<file path="src/rtl/rv_decode_issue_if.sv">
// rv_decode_issue_if: instruction handshake, ALU operand/return bus and
// retire/branch report bundle for rv_decode_issue.
// The master side is the decode/issue unit; the slave side is the instruction
// source plus the registered ALU. retired_count exists only when
// ISSUE_PERF_CNT_EN is defined.
interface rv_decode_issue_if;
  // instruction handshake
  logic        instr_valid;
  logic        instr_ready;
  logic [31:0] instr;
  logic [31:0] pc;
  // ALU drive and registered return
  logic        ex_en;
  logic [3:0]  alu_control;
  logic [31:0] rs1_data;
  logic [31:0] rs2_data;
  logic [31:0] alu_out;
  logic        zero;
  // completion report
  logic        retire_valid;
  logic [4:0]  retire_rd;
  logic [31:0] retire_data;
  logic        branch_valid;
  logic        branch_taken;
  logic [31:0] branch_target;
  logic        illegal;
`ifdef ISSUE_PERF_CNT_EN
  logic [31:0] retired_count;
`endif

  modport master (
    input  instr_valid, instr, pc, alu_out, zero,
    output instr_ready, ex_en, alu_control, rs1_data, rs2_data,
           retire_valid, retire_rd, retire_data,
           branch_valid, branch_taken, branch_target, illegal
`ifdef ISSUE_PERF_CNT_EN
           , retired_count
`endif
  );

  modport slave (
    output instr_valid, instr, pc, alu_out, zero,
    input  instr_ready, ex_en, alu_control, rs1_data, rs2_data,
           retire_valid, retire_rd, retire_data,
           branch_valid, branch_taken, branch_target, illegal
`ifdef ISSUE_PERF_CNT_EN
           , retired_count
`endif
  );
endinterface

</file>
<file path="src/rtl/rv_decode_issue.sv">
// rv_decode_issue: non-pipelined RV32I decode/issue stage in front of a
// registered ALU. Handles OP, OP-IMM, BRANCH, LUI and AUIPC with a fixed
// IDLE -> DECODE -> EXEC -> WB sequence (illegal encodings leave from DECODE).
// Owns a 32x32 register file; x0 is hard-wired to zero.
// Optional feature macro: ISSUE_PERF_CNT_EN adds the retired_count counter.
module rv_decode_issue #(
  parameter int REGFILE_RESET = 1  // 1: clear register file on reset, 0: retain
) (
  input  logic              clk,
  input  logic              reset,  // synchronous, active low
  rv_decode_issue_if.master bus
);

  localparam logic [6:0] OPC_OP     = 7'b0110011;
  localparam logic [6:0] OPC_OP_IMM = 7'b0010011;
  localparam logic [6:0] OPC_BRANCH = 7'b1100011;
  localparam logic [6:0] OPC_LUI    = 7'b0110111;
  localparam logic [6:0] OPC_AUIPC  = 7'b0010111;

  localparam logic [3:0] ALU_ADD  = 4'b0000;
  localparam logic [3:0] ALU_SUB  = 4'b0001;
  localparam logic [3:0] ALU_XOR  = 4'b0010;
  localparam logic [3:0] ALU_OR   = 4'b0011;
  localparam logic [3:0] ALU_AND  = 4'b0100;
  localparam logic [3:0] ALU_SLL  = 4'b0101;
  localparam logic [3:0] ALU_SRL  = 4'b0110;
  localparam logic [3:0] ALU_SRA  = 4'b0111;
  localparam logic [3:0] ALU_SLT  = 4'b1000;
  localparam logic [3:0] ALU_SLTU = 4'b1001;
  localparam logic [3:0] ALU_BEQ  = 4'b1010;
  localparam logic [3:0] ALU_BNE  = 4'b1011;
  localparam logic [3:0] ALU_BLT  = 4'b1100;
  localparam logic [3:0] ALU_BGE  = 4'b1101;
  localparam logic [3:0] ALU_BLTU = 4'b1110;
  localparam logic [3:0] ALU_BGEU = 4'b1111;

  typedef enum logic [1:0] {
    S_IDLE   = 2'd0,
    S_DECODE = 2'd1,
    S_EXEC   = 2'd2,
    S_WB     = 2'd3
  } state_t;

  state_t      state_q, state_d;

  logic [31:0] instr_q, pc_q;
  logic [31:0] rs1_data_q, rs2_data_q, branch_target_q;
  logic [3:0]  alu_control_q;

  // instruction fields, taken from the latched word so they stay valid to WB
  logic [6:0]  opcode, funct7;
  logic [2:0]  funct3;
  logic [4:0]  rs1_idx, rs2_idx, rd_idx;
  logic [31:0] imm_i, imm_b, imm_u, shamt_ext;

  logic [31:0] rs1_val, rs2_val;
  logic        dec_illegal, dec_branch;
  logic [3:0]  alu_ctl_d;
  logic [31:0] op_a_d, op_b_d;
  logic        rf_we;

  logic [31:0] rf_rd [32];

  assign opcode    = instr_q[6:0];
  assign rd_idx    = instr_q[11:7];
  assign funct3    = instr_q[14:12];
  assign rs1_idx   = instr_q[19:15];
  assign rs2_idx   = instr_q[24:20];
  assign funct7    = instr_q[31:25];
  assign imm_i     = {{20{instr_q[31]}}, instr_q[31:20]};
  assign imm_b     = {{19{instr_q[31]}}, instr_q[31], instr_q[7],
                      instr_q[30:25], instr_q[11:8], 1'b0};
  assign imm_u     = {instr_q[31:12], 12'b0};
  assign shamt_ext = {27'b0, instr_q[24:20]};

  // ---------------------------------------------------------------------------
  // Register file: one word per architectural register, x0 is a constant.
  // Flops rather than RAM because a whole-file clear on reset is required.
  // ---------------------------------------------------------------------------
  assign rf_rd[0] = '0;

  for (genvar gi = 1; gi < 32; gi++) begin : g_rf
    logic [31:0] reg_q;
    // per-register clear on reset (optional) and write-back at the WB edge
    always_ff @(posedge clk) begin
      if (!reset) begin
        if (REGFILE_RESET != 0) begin
          reg_q <= '0;
        end
      end else if (rf_we && (rd_idx == 5'(gi))) begin
        reg_q <= bus.alu_out;
      end
    end
    assign rf_rd[gi] = reg_q;
  end

  assign rs1_val = rf_rd[rs1_idx];
  assign rs2_val = rf_rd[rs2_idx];

  // WB write: non-branch instructions only, writes to x0 are discarded
  assign rf_we = (state_q == S_WB) && !dec_branch && (rd_idx != 5'd0);

  // ---------------------------------------------------------------------------
  // FSM
  // ---------------------------------------------------------------------------
  // state register
  always_ff @(posedge clk) begin
    if (!reset) begin
      state_q <= S_IDLE;
    end else begin
      state_q <= state_d;
    end
  end

  // next-state: fixed walk, illegal encodings leave straight from DECODE
  always_comb begin
    state_d = state_q;
    case (state_q)
      S_IDLE:   if (bus.instr_valid) state_d = S_DECODE;
      S_DECODE: state_d = dec_illegal ? S_IDLE : S_EXEC;
      S_EXEC:   state_d = S_WB;
      S_WB:     state_d = S_IDLE;
      default:  state_d = S_IDLE;
    endcase
  end

  // outputs: pulses decoded from the state; WB results qualified by state
  always_comb begin
    bus.instr_ready   = (state_q == S_IDLE) && reset;
    bus.ex_en         = (state_q == S_EXEC);
    bus.illegal       = (state_q == S_DECODE) && dec_illegal;
    bus.retire_valid  = (state_q == S_WB);
    bus.branch_valid  = (state_q == S_WB) && dec_branch;
    bus.branch_taken  = 1'b0;
    bus.branch_target = '0;
    bus.retire_rd     = '0;
    bus.retire_data   = '0;
    if (state_q == S_WB) begin
      if (dec_branch) begin
        bus.branch_taken  = bus.zero;
        bus.branch_target = branch_target_q;
      end else begin
        bus.retire_rd   = rd_idx;
        bus.retire_data = bus.alu_out;
      end
    end
  end

  // ---------------------------------------------------------------------------
  // Datapath
  // ---------------------------------------------------------------------------
  // capture the instruction word and its pc on the handshake
  always_ff @(posedge clk) begin
    if (!reset) begin
      instr_q <= '0;
      pc_q    <= '0;
    end else if ((state_q == S_IDLE) && bus.instr_valid) begin
      instr_q <= bus.instr;
      pc_q    <= bus.pc;
    end
  end

  // decode: operand muxing, ALU opcode and legality of the latched word
  always_comb begin
    dec_illegal = 1'b0;
    dec_branch  = 1'b0;
    alu_ctl_d   = ALU_ADD;
    op_a_d      = rs1_val;
    op_b_d      = rs2_val;
    case (opcode)
      OPC_OP: begin
        if (funct7 == 7'b0000000) begin
          case (funct3)
            3'b000:  alu_ctl_d = ALU_ADD;
            3'b001:  alu_ctl_d = ALU_SLL;
            3'b010:  alu_ctl_d = ALU_SLT;
            3'b011:  alu_ctl_d = ALU_SLTU;
            3'b100:  alu_ctl_d = ALU_XOR;
            3'b101:  alu_ctl_d = ALU_SRL;
            3'b110:  alu_ctl_d = ALU_OR;
            default: alu_ctl_d = ALU_AND;
          endcase
        end else if (funct7 == 7'b0100000) begin
          case (funct3)
            3'b000:  alu_ctl_d = ALU_SUB;
            3'b101:  alu_ctl_d = ALU_SRA;
            default: dec_illegal = 1'b1;
          endcase
        end else begin
          dec_illegal = 1'b1;
        end
      end
      OPC_OP_IMM: begin
        op_b_d = imm_i;
        case (funct3)
          3'b000: alu_ctl_d = ALU_ADD;
          3'b010: alu_ctl_d = ALU_SLT;
          3'b011: alu_ctl_d = ALU_SLTU;
          3'b100: alu_ctl_d = ALU_XOR;
          3'b110: alu_ctl_d = ALU_OR;
          3'b111: alu_ctl_d = ALU_AND;
          3'b001: begin
            op_b_d    = shamt_ext;
            alu_ctl_d = ALU_SLL;
            if (funct7 != 7'b0000000) dec_illegal = 1'b1;
          end
          default: begin  // 3'b101: srli / srai
            op_b_d = shamt_ext;
            if (funct7 == 7'b0000000) begin
              alu_ctl_d = ALU_SRL;
            end else if (funct7 == 7'b0100000) begin
              alu_ctl_d = ALU_SRA;
            end else begin
              dec_illegal = 1'b1;
            end
          end
        endcase
      end
      OPC_BRANCH: begin
        dec_branch = 1'b1;
        case (funct3)
          3'b000:  alu_ctl_d = ALU_BEQ;
          3'b001:  alu_ctl_d = ALU_BNE;
          3'b100:  alu_ctl_d = ALU_BLT;
          3'b101:  alu_ctl_d = ALU_BGE;
          3'b110:  alu_ctl_d = ALU_BLTU;
          3'b111:  alu_ctl_d = ALU_BGEU;
          default: dec_illegal = 1'b1;
        endcase
      end
      OPC_LUI: begin
        op_a_d = '0;
        op_b_d = imm_u;
      end
      OPC_AUIPC: begin
        op_a_d = pc_q;
        op_b_d = imm_u;
      end
      default: dec_illegal = 1'b1;
    endcase
  end

  // register operands, opcode and branch target at the end of DECODE;
  // they then stay put through EXEC while the ALU samples them
  always_ff @(posedge clk) begin
    if (!reset) begin
      rs1_data_q      <= '0;
      rs2_data_q      <= '0;
      alu_control_q   <= '0;
      branch_target_q <= '0;
    end else if ((state_q == S_DECODE) && !dec_illegal) begin
      rs1_data_q      <= op_a_d;
      rs2_data_q      <= op_b_d;
      alu_control_q   <= alu_ctl_d;
      branch_target_q <= pc_q + imm_b;
    end
  end

  assign bus.alu_control = alu_control_q;
  assign bus.rs1_data    = rs1_data_q;
  assign bus.rs2_data    = rs2_data_q;

`ifdef ISSUE_PERF_CNT_EN
  logic [31:0] retired_count_q;

  // count completed instructions (illegal drops never reach WB); wraps
  always_ff @(posedge clk) begin
    if (!reset) begin
      retired_count_q <= '0;
    end else if (state_q == S_WB) begin
      retired_count_q <= retired_count_q + 32'd1;
    end
  end

  assign bus.retired_count = retired_count_q;
`endif

endmodule

</file>
<file path="src/flat_wrapper.sv">
// flat-port wrapper written by rule: the top's interface ports become plain ports
module rv_decode_issue_flat 
#(
  parameter int REGFILE_RESET = 1                                               
)
  (clk, reset, bus_instr_valid, bus_instr, bus_pc, bus_alu_out, bus_zero, bus_instr_ready, bus_ex_en, bus_alu_control, bus_rs1_data, bus_rs2_data, bus_retire_valid, bus_retire_rd, bus_retire_data, bus_branch_valid, bus_branch_taken, bus_branch_target, bus_illegal);
  rv_decode_issue_if bus_i ();
  input  logic clk;
  input  logic reset;
  input wire logic [$bits(bus_i.instr_valid)-1:0] bus_instr_valid;
  input wire logic [$bits(bus_i.instr)-1:0] bus_instr;
  input wire logic [$bits(bus_i.pc)-1:0] bus_pc;
  input wire logic [$bits(bus_i.alu_out)-1:0] bus_alu_out;
  input wire logic [$bits(bus_i.zero)-1:0] bus_zero;
  output wire logic [$bits(bus_i.instr_ready)-1:0] bus_instr_ready;
  output wire logic [$bits(bus_i.ex_en)-1:0] bus_ex_en;
  output wire logic [$bits(bus_i.alu_control)-1:0] bus_alu_control;
  output wire logic [$bits(bus_i.rs1_data)-1:0] bus_rs1_data;
  output wire logic [$bits(bus_i.rs2_data)-1:0] bus_rs2_data;
  output wire logic [$bits(bus_i.retire_valid)-1:0] bus_retire_valid;
  output wire logic [$bits(bus_i.retire_rd)-1:0] bus_retire_rd;
  output wire logic [$bits(bus_i.retire_data)-1:0] bus_retire_data;
  output wire logic [$bits(bus_i.branch_valid)-1:0] bus_branch_valid;
  output wire logic [$bits(bus_i.branch_taken)-1:0] bus_branch_taken;
  output wire logic [$bits(bus_i.branch_target)-1:0] bus_branch_target;
  output wire logic [$bits(bus_i.illegal)-1:0] bus_illegal;
  assign bus_i.instr_valid = bus_instr_valid;
  assign bus_i.instr = bus_instr;
  assign bus_i.pc = bus_pc;
  assign bus_i.alu_out = bus_alu_out;
  assign bus_i.zero = bus_zero;
  assign bus_instr_ready = bus_i.instr_ready;
  assign bus_ex_en = bus_i.ex_en;
  assign bus_alu_control = bus_i.alu_control;
  assign bus_rs1_data = bus_i.rs1_data;
  assign bus_rs2_data = bus_i.rs2_data;
  assign bus_retire_valid = bus_i.retire_valid;
  assign bus_retire_rd = bus_i.retire_rd;
  assign bus_retire_data = bus_i.retire_data;
  assign bus_branch_valid = bus_i.branch_valid;
  assign bus_branch_taken = bus_i.branch_taken;
  assign bus_branch_target = bus_i.branch_target;
  assign bus_illegal = bus_i.illegal;
  rv_decode_issue #(.REGFILE_RESET(REGFILE_RESET)) u_core (.clk(clk), .reset(reset), .bus(bus_i));
endmodule
</file>
<file path="config.mk">
export PLATFORM = sky130hd
export DESIGN_NAME = rv_decode_issue_flat
export DESIGN_NICKNAME = d
export VERILOG_FILES = /design/src/rtl/rv_decode_issue_if.sv /design/src/rtl/rv_decode_issue.sv /design/src/flat_wrapper.sv
export SDC_FILE = /design/constraint.sdc
export NUM_CORES = 2
export LEC_CHECK = 0
export ABC_CLOCK_PERIOD_IN_PS = 4550
export BUFFER_PORTS_ARGS = -buffer_cell sky130_fd_sc_hd__buf_2
export CAP_MARGIN = 40
export CORE_AREA = 5 5 426 428
export CTS_CLUSTER_SIZE = 10
export DETAILED_ROUTE_END_ITERATION = 8
export DIE_AREA = 0 0 431 433
export GPL_ROUTABILITY_DRIVEN = 0
export GPL_TIMING_DRIVEN = 0
export PLACE_DENSITY = 0.46
export RECOVER_POWER = 50
export SLEW_MARGIN = 20
export SYNTH_ARGS = -nofsm -noshare
export SYNTH_HDL_FRONTEND = slang
export SYNTH_SLANG_ARGS = --single-unit
</file>
<file path="constraint.sdc">
create_clock -name clk -period 4.55 [get_ports clk]
set_clock_uncertainty 0.15 [all_clocks]
set_input_delay 0.2275 -clock clk [delete_from_list [all_inputs] [get_ports clk]]
set_output_delay 0.2275 -clock clk [all_outputs]
set_load 0.01 [all_outputs]
</file>
# Yosys cells after proc, flatten, opt, wreduce, memory -nomap -nowiden

Index checks and enable logic that the tools add are counted.

Muxes and demuxes: 39
Reductions and logical operators: 49
Eq/ne operators: 48
Bitwise gates (word level): 2
Magnitude comparators: 2
Add/sub/neg operators: 1

Operators by type and width:

| cell                                                             | number |
|---|---|
| 32-bit binary-select mux with 5-bit select                       | 2 |
| 32-bit 2-to-1 mux                                                | 9 |
| 32-bit one-hot mux with 2 select lines                           | 2 |
| 5-bit == test (second input constant)                            | 16 |
| 4-bit one-hot mux with 7 select lines                            | 2 |
| 5-bit by 4-bit == test with 1-bit output (second input constant) | 8 |
| 1-bit logical AND                                                | 38 |
| 32-bit adder                                                     | 1 |
| 4-bit one-hot mux with 6 select lines                            | 1 |
| 7-bit by 6-bit == test with 1-bit output (second input constant) | 3 |
| 5-bit by 3-bit == test with 1-bit output (second input constant) | 4 |
| 7-bit by 5-bit == test with 1-bit output (second input constant) | 2 |
| 3-bit == test (second input constant)                            | 4 |
| 6-bit greater-or-equal comparator (second input constant)        | 2 |
| 4-bit 2-to-1 mux                                                 | 3 |
| 5-bit NOT with 6-bit output                                      | 2 |
| 4-bit one-hot mux with 3 select lines                            | 1 |
| 6-bit OR reduction                                               | 2 |
| 5-bit by 2-bit == test with 1-bit output (second input constant) | 2 |
| 1-bit 2-to-1 mux                                                 | 10 |
| 5-bit 2-to-1 mux                                                 | 2 |
| 2-bit one-hot mux with 4 select lines                            | 1 |
| 7-bit == test (second input constant)                            | 1 |
| 7-bit zero test                                                  | 1 |
| 17 further kinds                                                 | 22 |

Input port bits: 100
Output and inout bits: 143
Flip-flop bits (word level): 1158
Word-level logic and storage cells: 179

# Depth between registers and ports, before layout

Depth in word-level cells: 8
Gate-level depth with buffers: 12
Gate-level depth less buffers: 11

# Worst setup path after synthesis

No wires, ideal clock.

Kind: reg2reg
Start: reg u_core.instr_q[31]
End: reg u_core.branch_target_q[26]
Path slack: 1.451 ns
Stages on the path, launching flop included: 11
Arrival: 2.874 ns
Buffers on the path: 1
Library setup time: 0.076 ns
Period minus slack after synthesis: 3.099 ns
Path through: dfxtp_1 -> ha_1 -> buf_2 -> a2111oi_0 -> o21ai_0 -> a221oi_1 -> o21ai_0 -> a21oi_1 -> o21ai_0 -> a311o_1 -> a21boi_0

Cells in the longest elaborated chain, start to end: 7
Elaborated cells between the ends (all ways): 13
Classes of those cells: add/sub: 1; eq/ne: 1; mux: 7; reduce/logical: 4

Ends and longest elaborated chain:

| item                                     | RTL line                                       | source |
|---|---|---|
| start, declared                          | rv_decode_issue.sv:46                          | `logic [31:0] instr_q, pc_q;` |
| start signal, assigned                   | rv_decode_issue.sv:158                         | `instr_q <= bus.instr;` |
| 7-bit by 6-bit == test with 1-bit output | rv_decode_issue.sv:183, rv_decode_issue.sv:211 |  |
| 1-bit 2-to-1 mux                         | rv_decode_issue.sv:211                         | `end else if (funct7 == 7'b0100000) begin` |
| 1-bit 2-to-1 mux                         | rv_decode_issue.sv:209                         | `if (funct7 == 7'b0000000) begin` |
| 1-bit one-hot mux with 2 select lines    | rv_decode_issue.sv:195                         | `case (funct3)` |
| 1-bit one-hot mux with 4 select lines    | rv_decode_issue.sv:170                         | `case (opcode)` |
| 1-bit zero test                          | rv_decode_issue.sv:251                         | `end else if ((state_q == S_DECODE) && !dec_illegal) begin` |
| 1-bit logical AND                        | rv_decode_issue.sv:251                         |  |
| end signal, assigned                     | rv_decode_issue.sv:255                         | `branch_target_q <= pc_q + imm_b;` |
| end, declared                            | rv_decode_issue.sv:47                          | `logic [31:0] rs1_data_q, rs2_data_q, branch_target_q;` |

Parallel ways exist; a longest one is shown, timed or not.
A chain may end at the register's enable or synchronous reset.

# Worst setup path in the final report

Start: reg u_core.instr_q[16]
End: reg u_core.rs1_data_q[12], in the netlist u_core.bus.rs1_data[12]

Cells in the longest elaborated chain, start to end: 5

Ends and longest elaborated chain:

| item                                                  | RTL line               | source |
|---|---|---|
| 5-bit NOT with 6-bit output (not written as such)     | rv_decode_issue.sv:97  | `assign rs1_val = rf_rd[rs1_idx];` |
| 32-bit binary-select mux with 5-bit select            | rv_decode_issue.sv:97  |  |
| 32-bit 2-to-1 mux (not written as such) (2 in series) | rv_decode_issue.sv:97  |  |
| 32-bit one-hot mux with 2 select lines                | rv_decode_issue.sv:170 |  |
| end signal, assigned                                  | rv_decode_issue.sv:252 | `rs1_data_q <= op_a_d;` |
| end, declared                                         | rv_decode_issue.sv:47  |  |

Every way passes these cells. The select of a mux whose other input is x is not followed.

==> impl_metrics.py <==
metrics = {
    "synth": {
        "async_flop_share_pct": 0,
        "synth_ff_type": "sky130_fd_sc_hd__dfxtp_1",
        "synth_enable_flop_cells": 0,
        "yosysWarningCount": 0,
        "synth.lib_cells_used.distinct": 69,
        "synth_top_area_share_pct": 37.6,
        "synth_fp_nets": 6753,
        "post_synth_inst_count": 6618,
        "ys_top_cells_by_area": "sky130_fd_sc_hd__dfxtp_1 38%, sky130_fd_sc_hd__mux4_2 20%, sky130_fd_sc_hd__nand2_1 14%",
        "synth_cell_area_mm2": 0.0616,
        "syn_area_per_cell_um2": 9.31,
        "ys_seq_elements": 1158,
        "synth_largest_area_cell": "sky130_fd_sc_hd__dfxtp_1",
        "portion_of_the_post_synthesis_area_used_by_sequential_elements_pct": 37.6,
    },
    "cts": {
        "cts_root_buf": "sky130_fd_sc_hd__clkbuf_16",
        "clock_tree.buffer_depth": 3,
        "cts_num_sinks": 1158,
        "clk_latency_ns": 0.83,
        "postCtsSetupBuffers": 0,
        "path_clk_slew_ns": 0.06,
        "tritoncts.num_buffers": 144,
        "cts_tree": "done",
        "clock_tree.htree_level_count": 4,
    },
    "route": {
        "dr.first_iter.drc_count": 8363,
        "route.detailed.vias_per_inst": 6.05,
        "detail_route.drc_violations": 0,
        "drtAntennaViolNets": 0,
        "maxUsedRoutingLayer": "met5",
        "wl_met2_um": 151000,
        "finalWirelength_um": 347000,
        "met3_wirelength_um": 39600,
        "via_count": 58921,
        "dr.pass1.iters": 6,
        "met1Wirelength_um": 129000,
        "route.detailed.wl_per_inst_um": 35.6,
    },
    "global_routing": {
        "number_of_antenna_violations_at_the_first_check_in_global_routing": 33,
        "final_global_route_overflow_total": 0,
        "grt_pass1_vias": 54382,
        "grt_max_degree": 18,
        "grt_first_pass_wirelength_um": 460000,
        "gr-usage-all-layers_pct": 35.9,
    },
    "floorplanning": {
        "i_o_pins": 243,
        "floorplan.die_area_mm2": 0.187,
        "floorplan.die.width_um": 431,
        "floorplan.rows": 155,
        "die_y_um": 433,
        "fp.coreArea_mm2": 0.177,
        "floorplan.initialDensity_pct": 34.7,
    },
    "setup_path": {
        "crit_path_max_fanout": 10,
        "endpoint_kind": "register",
        "worst-setup-path-type": "register to register",
        "worst-endpoint-required_ns": 5.11,
        "startpoint_type": "register",
        "cp_data_arrival_time_ns": 5.38,
    },
    "finish": {
        "layout.area.seq_mm2": 0.0232,
        "num-nets-final": 7413,
        "final_layout_size_suffix_gt1_share_pct": 18.2,
        "finish.instance_area_mm2": 0.0730,
        "multi_input_comb_area_mm2": 0.0356,
        "fillCellCount": 17801,
        "syn_to_final_growth_pct": 18.4,
    },
    "placed_design": {
        "place.port_buffers": 241,
        "place_worst_setup_slack_ns": -0.135,
        "dpl_cell_area_mm2": 0.0675,
        "place_hpwl_um": 269000,
    },
    "status": {
        "run_status": "complete, but fails checks",
        "violations": "max-capacitance violations, max-slew violations, negative setup slack",
    },
    "sta": {
        "layout_worst_path_cycle_share_pct": 106,
        "hold-worst-slack_ns": 0.0576,
        "timing.fmax_ghz": 0.208,
        "min_period_ns": 4.82,
        "final-hold-violation-count": 0,
        "finalWorstSetupSlack_ns": -0.268,
        "finalSetupViolations": 17,
        "worst_pin_slew_ns": 1.68,
        "setup_repair_after_global_routing_missed_its_margin": "no",
        "timing.slew.headroom_pct": -12.7,
        "slew_viol_final": 6,
    },
    "worst_hold_path": {
        "hp-class": "input pin to register",
    },
    "power_and_ir_drop": {
        "leakage_nw": 24.2,
        "ir_drop_v": 0.000369,
        "power-per-cell-area_mw_per_mm2": 326,
    },
    "run": {
        "maxCapViolCount": 1,
    },
}
-- critical path, cell delays in order (launching register included) --
cell and delay (ns):
sky130_fd_sc_hd__dfxtp_1 0.31, sky130_fd_sc_hd__buf_2 0.47, sky130_fd_sc_hd__buf_2 0.53, sky130_fd_sc_hd__buf_2 0.56, sky130_fd_sc_hd__clkbuf_2 0.61, sky130_fd_sc_hd__mux4_2 0.46
sky130_fd_sc_hd__mux4_2 0.48, sky130_fd_sc_hd__mux2i_2 0.51, sky130_fd_sc_hd__o211ai_1 0.35, sky130_fd_sc_hd__o211a_1 0.24
-- where the power goes --
group | switching (mW) | internal [mW] | total (mW)
clock network | 4.96 | 6.24 | 11.2
registers | 0.0612 | 10.2 | 10.2
logic | 1.65 | 0.730 | 2.38
total | 6.67 | 17.1 | 23.8
-- final timing paths --
| check | from | to | slack [ns] | cells after the start |
|---|---|---|---|---|
| setup / recovery | u_core.instr_q[16] | u_core.bus.rs1_data[12] | -0.27 | 9 |
| hold / removal | bus_pc[24] | u_core.pc_q[24] | 0.06 | 4 |
| setup reg to reg | u_core.instr_q[16] | u_core.bus.rs1_data[12] | -0.27 | 9 |
| hold reg to reg | u_core.branch_target_q[7] | u_core.branch_target_q[7] | 0.30 | 2 |
-- area by class of cell --
| class | instances | area share, % |
|---|---|---|
| diodes | 26 | 0.0892 |
| plain buffers | 665 | 3.79 |
| clock buffers | 201 | 5.53 |
| clock inverters | 25 | 0.463 |
| inverters | 16 | 0.0823 |
| multi-input cells | 4779 | 48.8 |
| flip-flops and latches | 1158 | 31.8 |
| well taps | 2355 | 4.04 |
| repair buffers | 514 | 5.44 |
-- synthesized netlist by cell type (9+ instances only) --
| cell | number |
|---|---|
| sky130_fd_sc_hd__a21boi_0 | 900 |
| sky130_fd_sc_hd__a21boi_1 | 175 |
| sky130_fd_sc_hd__a21oi_1 | 75 |
| sky130_fd_sc_hd__a22o_1 | 64 |
| sky130_fd_sc_hd__and2_1 | 51 |
| sky130_fd_sc_hd__and3_1 | 42 |
| sky130_fd_sc_hd__buf_1 | 161 |
| sky130_fd_sc_hd__buf_2 | 122 |
| sky130_fd_sc_hd__buf_4 | 30 |
| sky130_fd_sc_hd__clkbuf_1 | 352 |
| sky130_fd_sc_hd__dfxtp_1 | 1158 |
| sky130_fd_sc_hd__ha_1 | 34 |
| sky130_fd_sc_hd__inv_1 | 15 |
| sky130_fd_sc_hd__mux2_2 | 90 |
| sky130_fd_sc_hd__mux2i_1 | 60 |
| sky130_fd_sc_hd__mux4_2 | 549 |
| sky130_fd_sc_hd__nand2_1 | 2240 |
| sky130_fd_sc_hd__nand2_2 | 15 |
| sky130_fd_sc_hd__nand2b_1 | 13 |
| sky130_fd_sc_hd__nand3_1 | 46 |
| sky130_fd_sc_hd__nor2_1 | 91 |
| sky130_fd_sc_hd__nor3_1 | 9 |
| sky130_fd_sc_hd__o211a_1 | 47 |
| sky130_fd_sc_hd__o211ai_1 | 76 |
| sky130_fd_sc_hd__o21ai_0 | 86 |
| sky130_fd_sc_hd__xnor2_1 | 12 |
-- layer usage --
layer | GRT usage (%) | vias to the layer above
li1 | - | 24498
met1 | 44.1 | 29314
met2 | 54.6 | 4075
met3 | 10.8 | 1022
met4 | 24.2 | 12
met5 | 0 | -
-- state kept, by name (all words and copies together), names as in the netlist, named ones only --
signal	flops
u_core.g_rf.reg_q	992
u_core.branch_target_q	32
u_core.bus.rs1_data	32
u_core.bus.rs2_data	32
u_core.instr_q	32
u_core.pc_q	32
u_core.bus.alu_control	4
u_core.state_q	1
-- logic make-up after synthesis --
group	synth area share, %
flip-flops	37.6
buffers and inverters	4.58
multiplexers	22.7
adder cells (fa/ha/maj)	0.723
AND/OR/NAND/NOR	16.4
AO/OA/AOI/OAI	17.7
XOR/XNOR	0.256
-- through the flow --
| stage | total power [mW] | util [%] | cells | setup TNS [ns] |
|---|---|---|---|---|
| 2_1_floorplan | 11.5 | - | 6618 | 0 |
| 3_3_place_gp | 12.5 | 37.1 | 9214 | -14.71 |
| 3_5_place_dp | 12.7 | 38.1 | 9361 | -0.260 |
| 4_1_cts | 23.7 | 41.1 | 9686 | 0 |
| 5_1_grt | 24.2 | 41.1 | 9717 | 0 |
| 6_report | 23.8 | 41.1 | 9739 | -1.51 |
-- layout by cell type (no fill, tap or decap), types with 13 or more instances in the layout --
master | Yosys | routed
sky130_fd_sc_hd__ha_1 | 34 | 34
sky130_fd_sc_hd__and3_1 | 42 | 42
sky130_fd_sc_hd__nand3_1 | 46 | 46
sky130_fd_sc_hd__mux2i_1 | 60 | 57
sky130_fd_sc_hd__buf_8 | 0 | 31
sky130_fd_sc_hd__nor2_1 | 91 | 91
sky130_fd_sc_hd__clkbuf_16 | 0 | 144
sky130_fd_sc_hd__clkbuf_2 | 0 | 29
sky130_fd_sc_hd__dfxtp_1 | 1158 | 1158
sky130_fd_sc_hd__buf_1 | 161 | 132
sky130_fd_sc_hd__a21boi_0 | 900 | 1009
sky130_fd_sc_hd__o211a_1 | 47 | 47
sky130_fd_sc_hd__clkbuf_8 | 0 | 22
sky130_fd_sc_hd__buf_6 | 0 | 101
sky130_fd_sc_hd__a21boi_1 | 175 | 66
sky130_fd_sc_hd__diode_2 | 0 | 26
sky130_fd_sc_hd__a21oi_1 | 75 | 75
sky130_fd_sc_hd__o211ai_1 | 76 | 76
sky130_fd_sc_hd__nand2b_1 | 13 | 13
sky130_fd_sc_hd__mux4_2 | 549 | 549
sky130_fd_sc_hd__and2_1 | 51 | 47
sky130_fd_sc_hd__a22o_1 | 64 | 64
sky130_fd_sc_hd__o21ai_0 | 86 | 86
sky130_fd_sc_hd__buf_2 | 122 | 294
sky130_fd_sc_hd__dlygate4sd3_1 | 0 | 99
sky130_fd_sc_hd__buf_4 | 30 | 29
sky130_fd_sc_hd__inv_1 | 15 | 15
sky130_fd_sc_hd__nand2_1 | 2240 | 2247
sky130_fd_sc_hd__clkbuf_1 | 352 | 492
sky130_fd_sc_hd__mux2_2 | 90 | 90
-- what timing repair did --
item                       CTS  global route
hold buffers                99             0
resized for setup            2             3
setup endpoints to repair    5            11
hold endpoints to repair   553             0
Note: power is estimated with default switching activity, not from simulation.
